**src/rtl/uart_frame_parser.sv**
```systemverilog
// Framed-command receiver behind the UART RX FIFO: hunts SOF, checks LEN and XOR checksum,
// buffers the payload and replays it as an address-incrementing write stream.
//
// state    | meaning
// HUNT     | discard bytes until SOF
// GET_ADDR | next byte is the base address
// GET_LEN  | next byte is the payload length
// GET_DATA | collecting payload bytes into the buffer
// GET_CHK  | next byte is the XOR checksum
// COMMIT   | replaying buffered payload as writes; fetching paused
module uart_frame_parser #(
   parameter int                   DATA_SIZE      = 8,
   parameter int                   ADDR_WIDTH     = 8,
   parameter int                   MAX_LEN        = 16,
   parameter logic [DATA_SIZE-1:0] SOF            = 8'hA5,
   parameter int                   TIMEOUT_CYCLES = 1000000
) (
   input  logic                  clk,
   input  logic                  rst,
   output logic                  uart_cs,
   output logic                  uart_oe,
   output logic                  uart_we,
   input  logic [DATA_SIZE-1:0]  uart_data,
   input  logic                  rx_empty,
   output logic                  wr_valid,
   input  logic                  wr_ready,
   output logic [ADDR_WIDTH-1:0] wr_addr,
   output logic [DATA_SIZE-1:0]  wr_data,
   output logic                  frame_ok,
   output logic                  frame_err,
   output logic [1:0]            err_code,
   output logic                  busy
);

   localparam int IW = (MAX_LEN > 1) ? $clog2(MAX_LEN) : 1;
   localparam int TW = (TIMEOUT_CYCLES > 1) ? $clog2(TIMEOUT_CYCLES) : 1;
   localparam logic [TW-1:0]        TMR_LAST  = TW'(TIMEOUT_CYCLES - 1);
   localparam logic [DATA_SIZE-1:0] MAX_LEN_B = DATA_SIZE'(MAX_LEN);

   typedef enum logic [2:0] {
      S_HUNT, S_GET_ADDR, S_GET_LEN, S_GET_DATA, S_GET_CHK, S_COMMIT
   } state_t;
   typedef enum logic [1:0] {F_IDLE, F_REQ, F_GAP} fetch_t;

   state_t                state_q, state_d;
   fetch_t                fetch_q, fetch_d;
   logic [DATA_SIZE-1:0]  addr_q, addr_d, len_q, len_d, chk_q, chk_d;
   logic [IW-1:0]         idx_q, idx_d, idx_inc;
   logic [TW-1:0]         tmr_q, tmr_d;
   logic                  byte_vld, counting, timeout, pay_we;
   logic                  wr_valid_d, frame_ok_d, frame_err_d;
   logic [ADDR_WIDTH-1:0] wr_addr_d;
   logic [DATA_SIZE-1:0]  wr_data_d;
   logic [1:0]            err_code_d;
   logic [DATA_SIZE-1:0]  pay_q [MAX_LEN];

   // A byte is captured on the edge that ends the one-cycle read strobe.
   assign byte_vld = (fetch_q == F_REQ);
   assign uart_cs  = byte_vld;
   assign uart_oe  = byte_vld;
   assign uart_we  = 1'b0;
   assign busy     = (state_q != S_HUNT);
   assign idx_inc  = idx_q + 1'b1;
   assign counting = state_q inside {S_GET_ADDR, S_GET_LEN, S_GET_DATA, S_GET_CHK};
   assign timeout  = counting && !byte_vld && (tmr_q == TMR_LAST);

   always_comb begin
      fetch_d     = fetch_q;
      state_d     = state_q;
      addr_d      = addr_q;
      len_d       = len_q;
      chk_d       = chk_q;
      idx_d       = idx_q;
      tmr_d       = tmr_q;
      wr_valid_d  = wr_valid;
      wr_addr_d   = wr_addr;
      wr_data_d   = wr_data;
      frame_ok_d  = 1'b0;
      frame_err_d = 1'b0;
      err_code_d  = err_code;
      pay_we      = 1'b0;

      case (fetch_q)
         F_IDLE:  if (!rx_empty && state_q != S_COMMIT) fetch_d = F_REQ;
         F_REQ:   fetch_d = F_GAP;
         default: fetch_d = F_IDLE;
      endcase

      if (byte_vld || !counting) tmr_d = '0;
      else                       tmr_d = tmr_q + 1'b1;

      case (state_q)
         S_HUNT:
            if (byte_vld && uart_data == SOF) state_d = S_GET_ADDR;
         S_GET_ADDR:
            if (byte_vld) begin
               addr_d  = uart_data;
               chk_d   = uart_data;
               state_d = S_GET_LEN;
            end
         S_GET_LEN:
            if (byte_vld) begin
               if (uart_data == '0 || uart_data > MAX_LEN_B) begin
                  frame_err_d = 1'b1;
                  err_code_d  = 2'b01;
                  state_d     = S_HUNT;
               end else begin
                  len_d   = uart_data;
                  chk_d   = chk_q ^ uart_data;
                  idx_d   = '0;
                  state_d = S_GET_DATA;
               end
            end
         S_GET_DATA:
            if (byte_vld) begin
               pay_we = 1'b1;
               chk_d  = chk_q ^ uart_data;
               idx_d  = idx_inc;
               if (DATA_SIZE'(idx_q) == len_q - 1'b1) state_d = S_GET_CHK;
            end
         S_GET_CHK:
            if (byte_vld) begin
               if (uart_data == chk_q) begin
                  state_d    = S_COMMIT;
                  idx_d      = '0;
                  wr_valid_d = 1'b1;
                  wr_addr_d  = ADDR_WIDTH'(addr_q);
                  wr_data_d  = pay_q[0];
               end else begin
                  frame_err_d = 1'b1;
                  err_code_d  = 2'b10;
                  state_d     = S_HUNT;
               end
            end
         S_COMMIT:
            if (wr_valid && wr_ready) begin
               if (DATA_SIZE'(idx_q) == len_q - 1'b1) begin
                  wr_valid_d = 1'b0;
                  frame_ok_d = 1'b1;
                  err_code_d = 2'b00;
                  state_d    = S_HUNT;
               end else begin
                  idx_d     = idx_inc;
                  wr_addr_d = ADDR_WIDTH'(addr_q) + ADDR_WIDTH'(idx_inc);
                  wr_data_d = pay_q[idx_inc];
               end
            end
         default: state_d = S_HUNT;
      endcase

      if (timeout) begin
         frame_err_d = 1'b1;
         err_code_d  = 2'b11;
         state_d     = S_HUNT;
      end
   end

   always_ff @(posedge clk) begin
      if (rst) begin
         state_q   <= S_HUNT;
         fetch_q   <= F_IDLE;
         addr_q    <= '0;
         len_q     <= '0;
         chk_q     <= '0;
         idx_q     <= '0;
         tmr_q     <= '0;
         wr_valid  <= 1'b0;
         wr_addr   <= '0;
         wr_data   <= '0;
         frame_ok  <= 1'b0;
         frame_err <= 1'b0;
         err_code  <= 2'b00;
      end else begin
         state_q   <= state_d;
         fetch_q   <= fetch_d;
         addr_q    <= addr_d;
         len_q     <= len_d;
         chk_q     <= chk_d;
         idx_q     <= idx_d;
         tmr_q     <= tmr_d;
         wr_valid  <= wr_valid_d;
         wr_addr   <= wr_addr_d;
         wr_data   <= wr_data_d;
         frame_ok  <= frame_ok_d;
         frame_err <= frame_err_d;
         err_code  <= err_code_d;
      end
   end

   // Payload buffer needs no reset: it is always written before it is read.
   always_ff @(posedge clk) begin
      if (pay_we) pay_q[idx_q] <= uart_data;
   end

endmodule

```
**config.mk**
```make
export PLATFORM = sky130hd
export DESIGN_NAME = uart_frame_parser
export DESIGN_NICKNAME = d
export VERILOG_FILES = /design/src/rtl/uart_frame_parser.sv
export SDC_FILE = /design/constraint.sdc
export NUM_CORES = 1
export LEC_CHECK = 0
export BUFFER_PORTS_ARGS = -buffer_cell sky130_fd_sc_hd__buf_2
export CAP_MARGIN = 20
export CORE_ASPECT_RATIO = 0.7
export CORE_MARGIN = 3
export CORE_UTILIZATION = 50
export DETAILED_ROUTE_END_ITERATION = 8
export GPL_TIMING_DRIVEN = 1
export PLACE_DENSITY = 0.74
export SYNTH_ARGS = -nofsm -noshare
export SYNTH_HDL_FRONTEND = slang
export SYNTH_SLANG_ARGS = --single-unit
export TNS_END_PERCENT = 50
```
**constraint.sdc**
```tcl
create_clock -name clk -period 3.4 [get_ports clk]
set_clock_uncertainty 0.05 [all_clocks]
set_input_delay 0.68 -clock clk [delete_from_list [all_inputs] [get_ports clk]]
set_output_delay 0.68 -clock clk [all_outputs]
set_load 0.05 [all_outputs]
```
==> impl_results.md, run 1 <==
* Crit Path Class: reg -> reg
* Initial antenna violation count at 0
* CP Launch Type: flip-flop
* Starting Density at 0.514
* Sw Ratio at 0.193
* Final setup fails at 0
* Met1 usage at 0.320
* CTS Root Cell: clkbuf_16
* Net Switching at 960 uW
* Post-CTS Setup Bufs at 0
* Gpl congestion at 0.899
* Ranking of synthesized cells by area: edfxtp_1 43%, dfxtp_1 17%, mux4_2 8.1%
* Synth Instances at 696
* CP delay by family, top: simple AND/OR/NAND/NOR gates
* Arrival @ worst endpoint at 3.07 ns
* Die area at 19500 um2
* Hold depth at 3
* Fin Hold WS at 0.383 ns
* R2R cell count at 7
* Share of layout cells above drive strength 1 at 0.200
* Via count at 5869
* Worst Hold Launch: rx_empty
* Port Buffers at 35
* Seq cells post-synth at 202
* Setup crit start: len_q[2]$_SDFFE_PP0P_
* Leakage at 0.00336 uW
* DR iter-0 viols at 636
* Via-to-Cell Ratio at 5.95
* WL per Instance at 20.5 um
* Commonest cells after routing, fill and taps aside: 128 x edfxtp_1, 73 x dfxtp_1, 67 x nor2_1
* Final hold viol count at 0
* Worst-path clk slew at 0.06 ns
* Syn Nets at 721
* Resize count post-CTS at 0
* Max Clk Rate at 0.357 GHz
* Main synth FF type: edfxtp_1
* Slew Viols, Final at 0
* Pre-Repair DR Iteration Count at 5
* H-tree levels at 1
* Min Clock Period, post-route at 2.80 ns
* Max-Slew Margin vs Limit at 0.335
* Area grow syn2layout at 13.5%
* Synthesized area per cell at 12.8 um2
* Synthesis warning total at 0
* Seq/Total Area, Yosys at 0.598
* Critical Path RT at 3.67 ns
* RSZ-0062 raised after global routing: false
* Detail Route Antenna Nets at 0
* Most frequent CP cell: a311oi_1
* Area of the core at 17300 um2
* Commonest non-fill, non-tap cell in the layout: edfxtp_1
* Final HPWL DP at 13500 um
* Filler Cells Inserted at 1358
* GR Util met3 at 0.0475
* Overflow after GRT at 0
* Max Cap Violations at 0
* Combinational Power Share at 0.016
* Clock buffer depth at 3
* Reg power frac at 0.523
* Vias in the first global route at 5710
* CTS buffer count at 20
* Buf/Inv on CP at 1
* First-pass GRT wire length at 31900 um
* Outcome: finished clean
* Final nets at 767
* Met2 usage at 0.312
* Routed Wire Length at 20300 um
* Slowest Stage Delay on Critical Path at 0.60 ns
* DIE WIDTH at 166 um
* PwrDens at 492 nW/um2
* Final Total Pwr at 4980 uW
* EDFF count, synth at 128
* Worst skew pair latency at 0.50 ns
* Num rows at 40
* Share of the synthesized area in the top cell type at 0.431
* Tot GR Track Use at 0.211
* Reg2Reg Launch Point: len_q[2]$_SDFFE_PP0P_
* Fin crit share at 0.823
* Ant diodes at 0
* Worst path depth at 7
* Worst-Margin Slew at 0.993 ns
* Worst-path fanout max at 15
* Post-CTS Hold Fix Bufs at 0
* TritonCTS sink count at 202
* # DRC at 0
* Cell area after technology mapping at 8910 um2
* GRT Max-Usage Layer: met1
* Setup TNS at 0 ns
* Internal power at 4020 uW
* HP Class: in -> reg
* I/O pins at 37
* CP cell instances: or4_4, nor4_1, a311oi_1, buf_4, and3_1, nor2_2, a311oi_1
* CTS tree: built
* Max VDD drop at 320 uV
* Distinct cells, synth at 59
* Clock Power Share at 0.461
* Post-synth ARST share at 0
* Die H at 118 um
* Setup crit end kind: flip-flop
* Slowest CP cell: nor2_2
* Area leader, netlist: edfxtp_1
* Largest net degree at the start of global routing at 37
[flip-flops by register name (all words and copies together), names as in the netlist, 2 cells and up]
name / cells
pay_q: 128
tmr_q: 20
addr_q: 8
chk_q: 8
len_q: 8
wr_addr: 8
wr_data: 8
idx_q: 4
state_q: 3
err_code: 2
fetch_q: 2
[through the flow]
step	area (um2)	utilization	worst slack, ns	std cells
2_1_floorplan	8910	-	0.180	696
3_3_place_gp	9430	0.544	0.515	951
3_5_place_dp	9430	0.544	0.389	951
4_1_cts	10100	0.584	0.612	987
5_1_grt	10100	0.584	0.384	987
6_report	10100	0.584	0.601	987
[area by class of cell]
class | instances | area (um2) | area share
Sequential cell | 202 | 5330 | 0.527
Multi-Input combinational cell | 441 | 3370 | 0.333
Clock buffer | 27 | 568 | 0.0562
Timing Repair Buffer | 63 | 385 | 0.0381
Tap cell | 231 | 289 | 0.0286
Clock inverter | 9 | 120 | 0.0119
Inverter | 14 | 52.6 | 0.00520
[power groups by stage]
stage                     Sequential [uW]  Combinational, uW  Clock (uW)
after floorplan                      2660               34.4           0
after global routing                 2600               86.5        2440
after CTS                            2600               79.5        2330
final                                2600               80.3        2290
after detailed placement             2660               79.4           0
after global placement               2660               76.3           0
[cells by family after synthesis]
family          after synthesis  share of synthesized area
compound gates              110                     0.0777
xor+xnor                     37                     0.0364
fa+ha+maj                    13                     0.0191
other cells                   1                   0.000421
simple gates                210                      0.119
flops                       202                      0.598
mux                          70                      0.125
buf+inv                      53                     0.0251
[worst min-delay path, delay by kind of cell]
kind	cells	cell delay, ns
and+or+nand+nor	2	0.12
buffers and inverters	1	0.07
[Yosys cell counts, types with 6 or more instances]
master,n
a21oi_1,43
o21ai_0,22
a211oi_1,21
and3_1,10
clkbuf_1,28
mux4_2,32
dfxtp_1,74
nor4_1,6
nor3_1,17
ha_1,12
nor2b_1,12
nor2_1,67
mux2i_1,29
mux2_2,9
nand2_1,41
edfxtp_1,128
nand4_1,8
nand3_1,12
inv_1,13
xnor2_1,25
xor2_1,12
[per-layer routing]
| metal | wire, um | part of all wire |
|---|---|---|
| met5 | 0 | 0 |
| met2 | 9080 | 0.45 |
| met3 | 1680 | 0.083 |
| met4 | 452 | 0.022 |
| met1 | 9060 | 0.45 |
[final timing paths]
path / slack [ns] / to
max: 0.60 / wr_addr[1]$_SDFFE_PP0P_
max reg2reg: 0.60 / wr_addr[1]$_SDFFE_PP0P_
min: 0.38 / fetch_q[0]$_SDFFE_PP0P_
min reg2reg: 0.41 / tmr_q[0]$_SDFF_PP0_
Power figures use the tool's default switching activity.
==> inputs of run 2 (changes only) <==
- PLACE_DENSITY: 0.74 -> 0.72
- clock period: 3.4 -> 2.78 ns (I/O delays scaled with it)
==> run 2 against run 1 <==
Clock-buffer cell count down 1. Power grew 21%. Core utilization up 1.1 points. Critical path depth decreased by 1. Via count grew 4.1%. Non-clock buffer count is 25 higher. Flip-flop and latch count is the same. Cell area is 1.8% higher. Critical endpoint is now err_code[0]$_SDFFE_PP0P_. Largest power group unchanged.
==> impl_results.md, run 2 (same netlist as run 1, synthesis figures left out) <==
* Final setup fails at 0 (unchanged)
* Seq. cell area at 5330 um2 (about the same)
* Outcome: finished clean (unchanged)
* Setup crit end kind: flip-flop (unchanged)
* Met3 wire len at 1970 um (was 1680 um)
* Largest register FFs at 128 (unchanged)
* Commonest non-fill, non-tap cell in the layout: edfxtp_1 (unchanged)
* Largest regs: pay_q x128, tmr_q x20 (unchanged)
* TritonCTS sink count at 202 (unchanged)
* Min Clock Period, post-route at 2.67 ns (was 2.80 ns)
* Crit Reg-Reg Endpoint: err_code[0]$_SDFFE_PP0P_ (was wr_addr[1]$_SDFFE_PP0P_)
* Final HPWL DP at 15000 um (was 13500 um)
* Num rows at 40 (unchanged)
* # DRC at 0 (unchanged)
* Area of the multi-input gates at 3380 um2 (was 3370 um2)
* Critical Path RT at 3.09 ns (was 3.67 ns)
* Final hold viol count at 0 (unchanged)
* Detail Route Antenna Nets at 0 (unchanged)
* Flop2flop setup slack at 0.11 ns (was 0.60 ns)
* Worst-path fanout max at 8 (was 15)
* Pre-Repair DR Iteration Count at 6 (was 5)
* PwrDens at 583 nW/um2 (was 492 nW/um2)
* Largest net degree at the start of global routing at 30 (was 37)
* CTS buffer count at 21 (was 20)
* CTS tree: built (unchanged)
* Arrival @ worst endpoint at 2.98 ns (was 3.07 ns)
* CP Launch Type: flip-flop (unchanged)
* Share of layout cells above drive strength 1 at 0.227 (was 0.200)
* First-pass GRT wire length at 34000 um (was 31900 um)
* HP Class: in -> reg (unchanged)
* H-tree levels at 1 (unchanged)
* Port Buffers at 35 (unchanged)
* Starting Density at 0.514 (unchanged)
* RSZ-0062 raised after global routing: false (unchanged)
* Via count at 6111 (was 5869)
* Via-to-Cell Ratio at 6.03 (was 5.95)
* Final Total Pwr at 6000 uW (was 4980 uW)
* Tot GR Track Use at 0.226 (was 0.211)
* Routed Wire Length at 21600 um (was 20300 um)
* Commonest cells after routing, fill and taps aside: 128 x edfxtp_1, 72 x dfxtp_1, 67 x nor2_1 (was 128 x edfxtp_1, 73 x dfxtp_1, 67 x nor2_1)
* Ant diodes at 0 (unchanged)
* Max-Slew Margin vs Limit at 0.460 (was 0.335)
* Post-layout util at 0.595 (was 0.584)
* Fin crit share at 0.960 (was 0.823)
* Die area at 19500 um2 (unchanged)
* CP cell instances: or4_4, o31a_1, or2_1, or4_4, a2111oi_2, a2111oi_2 (was or4_4, nor4_1, a311oi_1, buf_4, and3_1, nor2_2, a311oi_1)
* DRT met1 WL at 9370 um (was 9060 um)
* DR top layer: met4 (unchanged)
* Worst-path clk slew at 0.07 ns (was 0.06 ns)
* Vias in the first global route at 6148 (was 5710)
* Slowest CP cell: or4_4 (was nor2_2)
* DR iter-0 viols at 562 (was 636)
* Worst-Margin Slew at 0.801 ns (was 0.993 ns)
* Gpl congestion at 0.859 (was 0.899)
* Area grow syn2layout at 15.6% (was 13.5%)
* CTS Root Cell: clkbuf_16 (unchanged)
* Post-CTS Setup Bufs at 0 (unchanged)
* Register with the most flip-flops: pay_q (unchanged)
* Max Clk Rate at 0.375 GHz (was 0.357 GHz)
* Worst Hold Launch: rx_empty (unchanged)
* Slowest Stage Delay on Critical Path at 0.57 ns (was 0.60 ns)
* Overflow after GRT at 0 (unchanged)
* R2R cell count at 6 (was 7)
* Setup crit start: len_q[2]$_SDFFE_PP0P_ (unchanged)
* Worst skew pair latency at 0.50 ns (about the same)
* I/O pins at 37 (unchanged)
* Max Cap Violations at 0 (unchanged)
* Reg2Reg Launch Point: len_q[2]$_SDFFE_PP0P_ (unchanged)
* Die H at 118 um (unchanged)
* Fin worst setup slack at 0.110 ns (was 0.601 ns)
* Area of the core at 17300 um2 (unchanged)
* WL per Instance at 21.3 um (was 20.5 um)
* Leakage at 0.00347 uW (was 0.00336 uW)
* Clock buffer depth at 3 (unchanged)
* Critical Path Sink: err_code[0]$_SDFFE_PP0P_ (was wr_addr[1]$_SDFFE_PP0P_)
* Filler Cells Inserted at 1376 (was 1358)
* Met2 wire length at 9800 um (was 9080 um)
* Crit Path Class: reg -> reg (unchanged)
* Slew Viols, Final at 0 (unchanged)
* Max VDD drop at 465 uV (was 320 uV)
* DIE WIDTH at 166 um (unchanged)
* Final nets at 793 (was 767)
* Setup WS pre-CTS at 0.0603 ns (was 0.389 ns)
* Initial antenna violation count at 0 (unchanged)
[run 2: final cells by class]
class	instances	share of cell area
Multi-Input combinational cell	441	0.329
Sequential cell	202	0.517
Timing Repair Buffer	88	0.0569
Clock buffer	26	0.0529
Tap cell	231	0.0281
Clock inverter	12	0.0111
Inverter	14	0.00510
[run 2: worst min-delay path by stage]
stage	to	slack, ns	depth (start not counted)
6_report	fetch_q[0]$_SDFFE_PP0P_	0.27	3
5_1_grt	fetch_q[0]$_SDFFE_PP0P_	0.26	3
4_1_cts	fetch_q[0]$_SDFFE_PP0P_	0.25	3
3_5_place_dp	tmr_q[0]$_SDFF_PP0_	0.41	1
3_3_place_gp	tmr_q[0]$_SDFF_PP0_	0.39	1
2_1_floorplan	tmr_q[0]$_SDFF_PP0_	0.38	1
[run 2: what timing repair did]
action,4_1_cts,5_1_grt
endpoints found under the hold margin,0,0
resized for setup,0,3
hold buffers,0,0
endpoints found under the setup margin,0,16
[run 2: report_power, final]
part	switching [uW]	internal [uW]
sequential	0.830	3180
combinational	87.5	30.4
clock	1120	1580
[run 2: per-stage QoR]
stage,hold WS [ns],area [um2],TNS [ns],instances
after floorplan,0.380,8920,-0.556,696
after global placement,0.395,9630,0,976
after detailed placement,0.411,9630,0,976
after CTS,0.250,10300,0,1014
after global routing,0.263,10300,0,1014
final,0.267,10300,0,1014
[run 2: worst max-delay path: cells and delay by family, from the launching register on]
kind / cells / cell delay [ns]
AO/OA/AOI/OAI: 3 / 0.76
flip-flops: 1 / 0.38
AND/OR/NAND/NOR: 3 / 1.34
[run 2: layer usage]
metal	track usage	up-vias
met5	0	-
met4	0.0551	0
met2	0.342	289
met1	0.336	3042
li1	-	2744
met3	0.0507	36
==> inputs of run 3 (changes only) <==
- CAP_MARGIN: 20 -> 0
- CELL_PAD_IN_SITES_DETAIL_PLACEMENT: default -> 0
- CELL_PAD_IN_SITES_GLOBAL_PLACEMENT: default -> 2
- CORE_UTILIZATION: 50 -> 43
- PLACE_DENSITY: 0.72 -> 0.84
==> run 3 against run 2 <==
Register-to-register slack improved by 0.05 ns. Global-route usage decreased by 3.7 points. Core utilization decreased by 7.6 points. Via count decreased by 3.2%. First-iteration DRC count increased by 6.6%. Sequential power about the same. Power decreased by 0.55%. Setup slack improved by 0.047 ns. Cell count increased by 4.4%. Clock power decreased by 1%. Hold slack got worse by 0.023 ns. Sequential share of layout area decreased by 0.52 points. Critical endpoint unchanged. Largest cell class unchanged. Largest power group unchanged.
==> impl_results.md, run 3 (same netlist as run 1, synthesis figures left out) <==
* Register with the most flip-flops: pay_q (unchanged)
* Reg2Reg Launch Point: len_q[2]$_SDFFE_PP0P_ (unchanged)
* Area grow syn2layout at 16.8% (was 15.6%)
* TritonCTS sink count at 202 (unchanged)
* Starting Density at 0.444 (was 0.514)
* Leakage at 0.00351 uW (was 0.00347 uW)
* Slew Viols, Final at 0 (unchanged)
* Crit Path Class: reg -> reg (unchanged)
* CP Launch Type: flip-flop (unchanged)
* Pre-Repair DR Iteration Count at 7 (was 6)
* Max VDD drop at 332 uV (was 465 uV)
* Max Clk Rate at 0.381 GHz (was 0.375 GHz)
* Worst skew pair latency at 0.49 ns (was 0.50 ns)
* Post-CTS Setup Bufs at 0 (unchanged)
* Overflow after GRT at 0 (unchanged)
* Post-layout util at 0.518 (was 0.595)
* Die area at 22500 um2 (was 19500 um2)
* Vias in the first global route at 5796 (was 6148)
* Placed cell count at 1021 (was 976)
* Worst-path fanout max at 8 (unchanged)
* Largest register FFs at 128 (unchanged)
* Largest net degree at the start of global routing at 33 (was 30)
* Max Cap Violations at 0 (unchanged)
* PwrDens at 574 nW/um2 (was 583 nW/um2)
* GRT Max-Usage Layer: met1 (was met2)
* Met1 usage at 0.299 (was 0.336)
* Crit Reg-Reg Endpoint: err_code[0]$_SDFFE_PP0P_ (unchanged)
* H-tree levels at 1 (unchanged)
* Routed Wire Length at 21100 um (was 21600 um)
* Hold depth at 3 (unchanged)
* Flop2flop setup slack at 0.16 ns (was 0.11 ns)
* CP cell instances: or4_4, o31a_1, or2_1, or4_4, and3_4, a2111oi_2 (was or4_4, o31a_1, or2_1, or4_4, a2111oi_2, a2111oi_2)
* Final nets at 799 (was 793)
* Clock buffer depth at 3 (unchanged)
* Outcome: finished clean (unchanged)
* Slowest Stage Delay on Critical Path at 0.57 ns (about the same)
* Cell Count, Final, Fillers Out at 1059 (was 1014)
* Via count at 5913 (was 6111)
* Ant diodes at 0 (unchanged)
* Worst Hold Launch: rx_empty (unchanged)
* Setup crit start: len_q[2]$_SDFFE_PP0P_ (unchanged)
* R2R cell count at 6 (unchanged)
* Area of the core at 20100 um2 (was 17300 um2)
* I/O pins at 37 (unchanged)
* Commonest cells after routing, fill and taps aside: 128 x edfxtp_1, 72 x dfxtp_1, 67 x nor2_1 (unchanged)
* Arrival @ worst endpoint at 2.96 ns (was 2.98 ns)
* Num rows at 43 (was 40)
* Met2 usage at 0.284 (was 0.342)
* Endpoint, Worst Hold: fetch_q[0]$_SDFFE_PP0P_ (unchanged)
* Fin Hold WS at 0.244 ns (was 0.267 ns)
* # DRC at 0 (unchanged)
* DR iter-0 viols at 599 (was 562)
* CTS buffer count at 21 (unchanged)
* DIE WIDTH at 178 um (was 166 um)
* Worst-Margin Slew at 1.26 ns (was 0.801 ns)
* First-pass GRT wire length at 33000 um (was 34000 um)
* Fin worst setup slack at 0.156 ns (was 0.110 ns)
* Setup crit end kind: flip-flop (unchanged)
* Via-to-Cell Ratio at 5.58 (was 6.03)
* CTS Root Cell: clkbuf_16 (unchanged)
* Initial antenna violation count at 0 (unchanged)
* Commonest non-fill, non-tap cell in the layout: edfxtp_1 (unchanged)
* Die H at 126 um (was 118 um)
* Critical Path RT at 3.12 ns (was 3.09 ns)
* Worst-path clk slew at 0.06 ns (was 0.07 ns)
* HP Class: in -> reg (unchanged)
* Port Buffers at 35 (unchanged)
* Max-Slew Margin vs Limit at 0.157 (was 0.460)
* Gpl congestion at 0.827 (was 0.859)
* Final setup fails at 0 (unchanged)
* Final hold viol count at 0 (unchanged)
* WL per Instance at 19.9 um (was 21.3 um)
* Most frequent CP cell: or4_4
* Final HPWL DP at 15000 um (about the same)
* Detail Route Antenna Nets at 0 (unchanged)
* RSZ-0062 raised after global routing: false (unchanged)
* Fin crit share at 0.944 (was 0.960)
* Min Clock Period, post-route at 2.62 ns (was 2.67 ns)
* Share of layout cells above drive strength 1 at 0.233 (was 0.227)
* Tot GR Track Use at 0.190 (was 0.226)
* Largest regs: pay_q x128, tmr_q x20 (unchanged)
* CTS tree: built (unchanged)
* Slowest CP cell: or4_4 (unchanged)
* Setup WS pre-CTS at 0.0263 ns (was 0.0603 ns)
* GR Util met3 at 0.0281 (was 0.0507)
run 3: changes by cell type in the layout (fill, tap and decap cells not counted), sizes merged:
| cell | change |
|---|---|
| bufinv | -1 |
| clkinv | +1 |
| clkbuf | +2 |
| buf | +6 |
| clkinvlp | -2 |
run 3: worst max-delay path by stage:
stage	endpoint
4_1_cts	err_code[0]$_SDFFE_PP0P_
5_1_grt	err_code[0]$_SDFFE_PP0P_
3_3_place_gp	wr_addr[3]$_SDFFE_PP0P_
2_1_floorplan	wr_addr[6]$_SDFFE_PP0P_
6_report	err_code[0]$_SDFFE_PP0P_
3_5_place_dp	wr_addr[0]$_SDFFE_PP0P_
run 3: stage by stage:
stage / instance area, um2 / setup TNS (ns) / power [uW]
4_1_cts: 10400 / 0 / 6030
6_report: 10400 / 0 / 5970
5_1_grt: 10400 / 0 / 6160
2_1_floorplan: 8920 / -0.556 / 3290
3_5_place_dp: 9730 / 0 / 3370
3_3_place_gp: 9730 / 0 / 3360
run 3: what timing repair did:
item / in CTS / in global routing
setup endpoints to repair: 0 / 16
hold endpoints to repair: 0 / 0
gates resized for setup: 0 / 3
hold buffers: 0 / 0
run 3: final cells by class:
cell class	instances	area, um2
clock buffer	28	582
clock inverter	10	72.6
fill	1731	9670
inverter	14	52.6
multi-input combinational	441	3400
sequential	202	5330
tap	270	338
timing repair buffer	94	631
run 3: where the power goes:
group          internal, uW  switching, uW  total, uW
Clock                  1560           1110       2660
Sequential             3180          0.808       3180
Combinational          29.8           87.4        117
run 3: critical path: cells and delay by family, from the launching register on:
| family | cells | cell delay (ns) |
|---|---|---|
| flops | 1 | 0.37 |
| compound gates | 2 | 0.57 |
| simple gates | 4 | 1.54 |
run 3: per-layer routing:
layer  vias up  share of wire
li1       2767              -
met1      2941           0.49
met2       185           0.44
met3        20          0.063
met4         0          0.012
met5         -              0
